[src/rtl/code3to8_framer.sv]
// code3to8_framer: packs 3-bit codes into an 8-bit one-hot frame mask.
// Optional seven-segment count display: define CODE3TO8_SEG_EN.
module code3to8_framer #(
  parameter bit HOLD_MASK = 1'b1
) (
  input  logic       clk,
  input  logic       rst_n,
  input  logic       in_valid,
  output logic       in_ready,
  input  logic [2:0] in_code,
  input  logic       in_last,
  output logic       out_valid,
  input  logic       out_ready,
  output logic [7:0] out_mask,
  output logic [3:0] out_count,
  output logic       out_dup
`ifdef CODE3TO8_SEG_EN
  ,
  output logic [6:0] seg_n
`endif
);

  typedef enum logic {ACCUM, HOLD} state_t;

  state_t     state;
  state_t     state_nx;
  logic       live;
  logic [7:0] acc;
  logic [7:0] acc_nx;
  logic [7:0] bit_sel;
  logic [3:0] cnt;
  logic [3:0] cnt_nx;
  logic       dup;
  logic       dup_nx;
  logic       hit;
  logic       take;
  logic       drain;

  assign bit_sel   = 8'h01 << in_code;
  assign hit       = |(acc & bit_sel);
  assign acc_nx    = acc | bit_sel;
  assign cnt_nx    = cnt + {3'b000, ~hit};
  assign dup_nx    = dup | hit;
  assign out_valid = (state == HOLD);
  assign in_ready  = live & ((state == ACCUM) | out_ready);
  assign take      = in_valid & in_ready;
  assign drain     = (state == HOLD) & out_ready;

  // state register
  always_ff @(posedge clk or negedge rst_n) begin
    if (!rst_n) state <= ACCUM;
    else        state <= state_nx;
  end

  // next state: a last beat always presents a frame, a handshake releases it
  always_comb begin
    state_nx = state;
    if (take && in_last) state_nx = HOLD;
    else if (drain)      state_nx = ACCUM;
  end

  // accumulator and output frame registers
  always_ff @(posedge clk or negedge rst_n) begin
    if (!rst_n) begin
      live      <= 1'b0;
      acc       <= '0;
      cnt       <= '0;
      dup       <= 1'b0;
      out_mask  <= '0;
      out_count <= '0;
      out_dup   <= 1'b0;
    end else begin
      live <= 1'b1;
      if (drain && !HOLD_MASK) out_mask <= '0;
      if (take) begin
        if (in_last) begin
          out_mask  <= acc_nx;
          out_count <= cnt_nx;
          out_dup   <= dup_nx;
          acc       <= '0;
          cnt       <= '0;
          dup       <= 1'b0;
        end else begin
          acc <= acc_nx;
          cnt <= cnt_nx;
          dup <= dup_nx;
        end
      end
    end
  end

`ifdef CODE3TO8_SEG_EN
  // active-low digit decode of the count, blank when no frame is shown
  always_comb begin
    seg_n = 7'h7F;
    if (out_valid) begin
      case (out_count)
        4'd0:    seg_n = 7'b1000000;
        4'd1:    seg_n = 7'b1111001;
        4'd2:    seg_n = 7'b0100100;
        4'd3:    seg_n = 7'b0110000;
        4'd4:    seg_n = 7'b0011001;
        4'd5:    seg_n = 7'b0010010;
        4'd6:    seg_n = 7'b0000010;
        4'd7:    seg_n = 7'b1111000;
        4'd8:    seg_n = 7'b0000000;
        default: seg_n = 7'h7F;
      endcase
    end
  end
`endif

endmodule

[config.mk]
export PLATFORM = sky130hd
export DESIGN_NAME = code3to8_framer
export DESIGN_NICKNAME = d
export VERILOG_FILES = /design/src/rtl/code3to8_framer.sv
export SDC_FILE = /design/constraint.sdc
export NUM_CORES = 1
export LEC_CHECK = 0
export BUFFER_PORTS_ARGS = -buffer_cell sky130_fd_sc_hd__buf_2
export CAP_MARGIN = 20
export CORE_MARGIN = 10
export CORE_UTILIZATION = 48
export CTS_CLUSTER_SIZE = 20
export DETAILED_ROUTE_END_ITERATION = 16
export HOLD_SLACK_MARGIN = 0.06
export PLACE_DENSITY = 0.73
export SLEW_MARGIN = 30
export SYNTH_ARGS = -nofsm -noshare
export SYNTH_HDL_FRONTEND = slang
export SYNTH_SLANG_ARGS = --single-unit
[constraint.sdc]
create_clock -name clk -period 1.89 [get_ports clk]
set_input_delay 0.189 -clock clk [delete_from_list [all_inputs] [get_ports clk]]
set_output_delay 0.189 -clock clk [all_outputs]
set_load 0.05 [all_outputs]
==> metrics, run 1 <==
Non-Filler Instances=193; Max-cap violations=0; Top Ports=23; Yosys cell types=30; worst r2r path cells=8; clock root buffer master=clkbuf_4; Initial Utilization=51.24%; Final setup viols=0; Worst R2R Setup Slack=0.06 ns; Synth area leader=dfrtp_1; f_max=545.3 MHz; share of post-route cells with drive strength above 1=30.06%; NumNets Final=174; ys async rst share=100.0%; first-pass GRT wire length=4.850 mm; Synth Instances=129; RSZ-0062 raised after global routing=true; Final min period=1.834 ns; worst min-delay path class=input port to register; crit path DAT=2.07 ns; initial antenna violation count=0; Yosys top cell area share=54.21%; pwr dens=1192 nW/µm²; Final Core Density=63.74%; Via Count=1042; overall power=0.001916 W; DP HPWL=2.093 mm; most frequent cell after synthesis=dfrtp_1; Slew headroom=58.79%; Clock Path Buffers=2; fin worst setup slack=0.05600 ns; FF-to-FF End=out_count[2]; most frequent cells after synthesis=28 x dfrtp_1, 20 x nor2_1, 13 x nand2_1, 7 x a31oi_1, 7 x nand2b_1; n_diodes=0; top post-synthesis cells by area=dfrtp_1 54%, nor2_1 5.8%, nand2_1 3.8%; CTS tree=yes; Synth Flop Type=dfrtp_1; register clock-pin slew on the reported worst setup and hold paths=0.15 ns; fin area=1608 µm²; Synth Net Count=139; Final period util=97.04%; EDFF count, synth=0; placed instance area=1499 µm²; DRT iter0 DRCs=63; cell area after synthesis=1292 µm²; dpl ws=-0.1502 ns; critical path capture point type=register; WHS Path Cells=2; critical path class=register to register; Die H=71.89 µm; Wirelength per Cell=14.42 µm; clk_lat worst skew=0.33 ns; Pre-Repair DR Iteration Count=4; Final GP Congestion=0.8742; post-synthesis sequential area ratio=54.21%; status=finished, final reports clean; die area=5168 µm²; Max IR drop VDD=703.9 µV; drt drc=0; area grow syn2layout=24.39%; Ys Warns=0; Die Wd=71.89 µm; routed vias/inst=5.399; total gr overflow=0; fin. max-slew vios=0; row count=18; Hold Path Sink=cnt[3]; Port Buffers=22; syn_area_per_cell=10.02 µm²; Global Route Usage Sum=11.22%; Layout Skew=0.004072 ns; final hold violations=0; total CTS buffers=3; clk sinks=28; routed wire length=2.783 mm; H-tree Lvls=1; largest net degree at the start of global routing=29; core area=2522 µm²; Worst-Margin Slew=0.6181 ns; crit-path max FO=2; placed cells=187; Req. time, crit path=2.13 ns; Yosys reg bits=28; Worst Hold Launch=in_last; leakage=0.7842 nW; Routed Antenna Nets=0; vias in the first global route=1030; worst r2r src=acc[2]; Startpoint Class=register
[worst max-delay path: stages, from the launching register on]
cell	delay, ns
dfrtp_1	0.38
mux2i_1	0.07
mux4_2	0.47
o21ai_2	0.09
inv_2	0.06
ha_4	0.16
ha_4	0.15
nor2b_4	0.12
o31a_1	0.23
[layer usage]
layer	part of all wire [%]	global-route usage, %	vias up
li1	-	-	516
met5	0	0	-
met4	1.9	4.516	0
met2	52	19.51	15
met3	4.2	2.857	7
met1	41	12.78	504
[flip-flops by register name, indices dropped and copies added (netlist names)]
register and cells:
out_count 4, out_mask 8, live 1, out_valid 1
acc 8, cnt 4, out_dup 1, dup 1
[final cells by class]
class | instances | area (µm²)
multi-input combinational | 92 | 584.3
tap | 30 | 37.54
clock buffer | 3 | 22.52
inverter | 2 | 7.507
fill | 214 | 914.6
sequential | 28 | 700.7
timing repair buffer | 37 | 225.2
clock inverter | 1 | 30.03
[layout by cell type, fill, tap and decap left out]
cell           count
nor3_1             2
mux4_2             1
o21ai_1            6
nor2b_4            1
nor2b_1            1
a41oi_1            2
and3_1             1
nor2_1            20
clkbuf_4           3
mux2_2             1
nor2b_2            1
bufinv_16          1
a211oi_1           2
dlygate4sd3_1      1
nand2b_1           7
o31a_1             3
nand3b_1           2
and2b_1            1
o21ba_1            1
o21ai_0            1
inv_2              1
a31oi_1            7
nand3_1            2
mux2i_1            3
mux2_4             1
buf_2             22
o21ai_2            1
a21oi_1            5
inv_1              1
dfrtp_1           28
ha_4               2
buf_4             14
conb_1             1
and2_1             4
nand2_1           13
[stage by stage]
step / TNS [ns] / hold WS (ns)
3_3_place_gp: -0.1817 / 0.2254
5_1_grt: -0.02815 / 0.07480
4_1_cts: 0 / 0.07972
2_1_floorplan: 0 / -0.1066
3_5_place_dp: -0.3649 / 0.2388
6_report: 0 / 0.09298
[timing repair]
item,CTS,global route
endpoints found under the hold margin,28,0
gates resized for setup,3,6
setup endpoints to repair,3,3
setup buffers,0,1
gates cloned,0,0
hold buffers,1,0
pin swaps,1,1
[cells by family after synthesis]
kind of cell	count (synthesis)	synth area share, %
AO/OA/AOI/OAI	28	14.04
adder cells (fa/ha/maj)	2	1.936
buffers and inverters	9	3.582
flip-flops	28	54.21
multiplexers	6	5.808
other	1	0.2901
AND/OR/NAND/NOR	55	20.14
[worst max-delay path by stage]
stage,startpoint,to,cells past startpoint
5_1_grt,acc[2],out_count[2],8
6_report,acc[2],out_count[2],8
2_1_floorplan,in_code[1],out_count[2],9
3_3_place_gp,in_code[1],out_count[2],9
3_5_place_dp,in_code[1],out_count[2],9
4_1_cts,acc[2],out_count[1],7
[power breakdown]
group	leakage [nW]	internal, W	switching (W)
clock network	0.0279	0.000215	0.000180
registers	0.346	0.000722	0.0000756
logic	0.410	0.000243	0.000481
total	0.784	0.00118	0.000736
No activity file was read; power rests on OpenSTA's default activity.
==> run 2: changes to the inputs <==
--- a/config.mk
+++ b/config.mk
@@ -5,14 +5,14 @@
 export SDC_FILE = /design/constraint.sdc
 export NUM_CORES = 1
 export LEC_CHECK = 0
-export BUFFER_PORTS_ARGS = -buffer_cell sky130_fd_sc_hd__buf_2
+export BUFFER_PORTS_ARGS = -buffer_cell sky130_fd_sc_hd__buf_4
 export CAP_MARGIN = 20
 export CORE_MARGIN = 10
 export CORE_UTILIZATION = 48
 export CTS_CLUSTER_SIZE = 20
 export DETAILED_ROUTE_END_ITERATION = 16
-export HOLD_SLACK_MARGIN = 0.06
 export PLACE_DENSITY = 0.73
+export SKIP_CTS_REPAIR_TIMING = 1
 export SLEW_MARGIN = 30
 export SYNTH_ARGS = -nofsm -noshare
 export SYNTH_HDL_FRONTEND = slang
==> metrics, run 2 (synthesis results as in run 1) <==
Final min period=1.857 ns (+0.02310 ns); fin. max-slew vios=0 (unchanged); Max IR drop VDD=713.2 µV (+1.3%); core area=2522 µm² (unchanged); drt drc=0 (unchanged); NumNets Final=175 (+0.57%); crit-path max FO=2 (unchanged); critical path capture point type=register; DP HPWL=2.183 mm (+4.3%); Max-cap violations=0 (unchanged); Clock Path Buffers=2 (unchanged); Die Wd=71.89 µm (unchanged); Largest regs=acc: 8 flops, out_mask: 8 flops; Flop pwr share=44.2% (+2.6 points); total gr overflow=0 (unchanged); pwr dens=1111 nW/µm² (-6.8%); CP peak stage delay=0.47 ns (about the same); Top Ports=23 (unchanged); Global Route Usage Sum=11.04% (-0.18 points); largest net degree at the start of global routing=29 (unchanged); crit path from=acc[0]; most common cell after layout, fill and taps aside=buf_4; n_diodes=0 (unchanged); routed wire length=2.836 mm (+1.9%); Die H=71.89 µm (unchanged); Wirelength per Cell=14.69 µm (+1.9%); clock root buffer master=clkbuf_4; Comb pwr share=42.7% (+4.9 points); RSZ-0062 raised after global routing=true; initial antenna violation count=0 (unchanged); placed cells=187 (unchanged); die area=5168 µm² (unchanged); register clock-pin slew on the reported worst setup and hold paths=0.14 ns (about the same); Final setup viols=0 (unchanged); Pre-Repair DR Iteration Count=4 (unchanged); total CTS buffers=3 (unchanged); vias in the first global route=1104 (+7.2%); clk sinks=28 (unchanged); clk_lat worst skew=0.32 ns (about the same); final setup TNS=0 ns (unchanged); status=finished, final reports clean; Req. time, crit path=2.11 ns (-0.02 ns); area grow syn2layout=26.43%; share of post-route cells with drive strength above 1=28.83% (-1.2 points); routed vias/inst=5.378 (-0.38%); DRT iter0 DRCs=43 (-32%); Pint=0.001087 W (-7.8%); NetSw=0.0007279 W (-1.2%); CTS tree=yes; Layout Skew=0.001242 ns (-0.002830 ns); number of fill cells=212 (-0.93%); overall power=0.001815 W (-5.3%); Final GP Congestion=0.8385 (-4.1%); Worst Hold Launch=in_last; f_max=538.5 MHz (-1.2%); critical path class=register to register; critical path cell sequence=mux2i_1 > mux4_2 > o21ai_2 > inv_2 > ha_4 > ha_4 > nor2b_4 > o31a_1; critical path's top delay family=multiplexers; Port Buffers=22 (unchanged); H-tree Lvls=1 (unchanged); row count=18 (unchanged); Final Core Density=64.78% (+1.0 points); crit path max-delay cell type=mux4_2; Initial Utilization=51.24% (unchanged); worst r2r src=acc[0]; Final period util=98.26% (+1.2 points); Sw Ratio=40.11% (+1.7 points); most frequent cells in the layout=37 x buf_4, 28 x dfrtp_1, 20 x nor2_1; leakage=0.7862 nW (+0.25%); Startpoint Class=register; clock share of power=13.1% (-7.5 points); Via Count=1038 (-0.38%); crit-path most repeated cell=ha_4; first-pass GRT wire length=4.809 mm (-0.85%); crit path DAT=2.08 ns (about the same); Non-Filler Instances=193 (unchanged); Routed Antenna Nets=0 (unchanged); worst min-delay path class=input port to register; WP buf/inv=1 (unchanged); final hold violations=0 (unchanged)
==> run 2: cell count changes in the layout (fill, tap and decap cells not counted), sizes merged <==
cell	previous run	this run
buf	36	37
bufinv	1	0
==> run 2: layer usage <==
| metal | routed length, µm | part of all wire [%] | vias up | GRT usage (%) |
|---|---|---|---|---|
| met5 | 0 | 0 | - | 0 |
| met4 | 26 | 0.92 | 0 | 3.226 |
| met3 | 117 | 4.1 | 4 | 2.585 |
| met2 | 1586 | 56 | 12 | 21.18 |
| met1 | 1107 | 39 | 507 | 11.53 |
| li1 | - | - | 515 | - |
==> run 2: final timing paths <==
check	endpoint	slack, ns	depth (start not counted)
worst min register to register	out_mask[5]	0.51	2
worst max register to register	out_count[2]	0.03	8
max in group asynchronous	out_mask[0]	1.33	2
worst max-delay path	out_count[2]	0.03	8
worst min-delay path	cnt[2]	0.08	2
min in group asynchronous	cnt[2]	0.30	2
==> run 2: worst reg2reg max path, delay by kind of cell, from the launching register on <==
family,cells,cell delay (ns)
flip-flops,1,0.39
buffers and inverters,1,0.06
AND/OR/NAND/NOR,1,0.12
adder cells (fa/ha/maj),2,0.32
multiplexers,2,0.55
AO/OA/AOI/OAI,2,0.32
==> run 2: power groups by stage <==
stage	clock [W]	sequential (W)	combinational [W]
after detailed placement	0	0.000809	0.000748
after floorplan	0	0.00108	0.000219
after global routing	0.000262	0.000819	0.000833
after CTS	0.000242	0.000796	0.000749
final	0.000237	0.000803	0.000775
after global placement	0	0.000801	0.000729
==> run 2: area by class of cell <==
| type | instances | area (µm²) | area share [%] |
|---|---|---|---|
| Inverter | 2 | 7.507 | 0.4594 |
| Multi-Input combinational cell | 92 | 578.1 | 35.38 |
| Timing Repair Buffer | 38 | 287.8 | 17.61 |
| Tap cell | 30 | 37.54 | 2.297 |
| Sequential cell | 28 | 700.7 | 42.88 |
| Clock buffer | 3 | 22.52 | 1.378 |
==> run 2: through the flow <==
step	instance area, µm²	setup slack [ns]	hold slack, ns
after floorplan	1292	0.008856	-0.1066
after global placement	1554	-0.06979	0.1206
after detailed placement	1554	-0.1275	0.1255
after CTS	1577	-0.06970	-0.2346
after global routing	1634	-0.02712	0.06718
final	1634	0.03290	0.07797
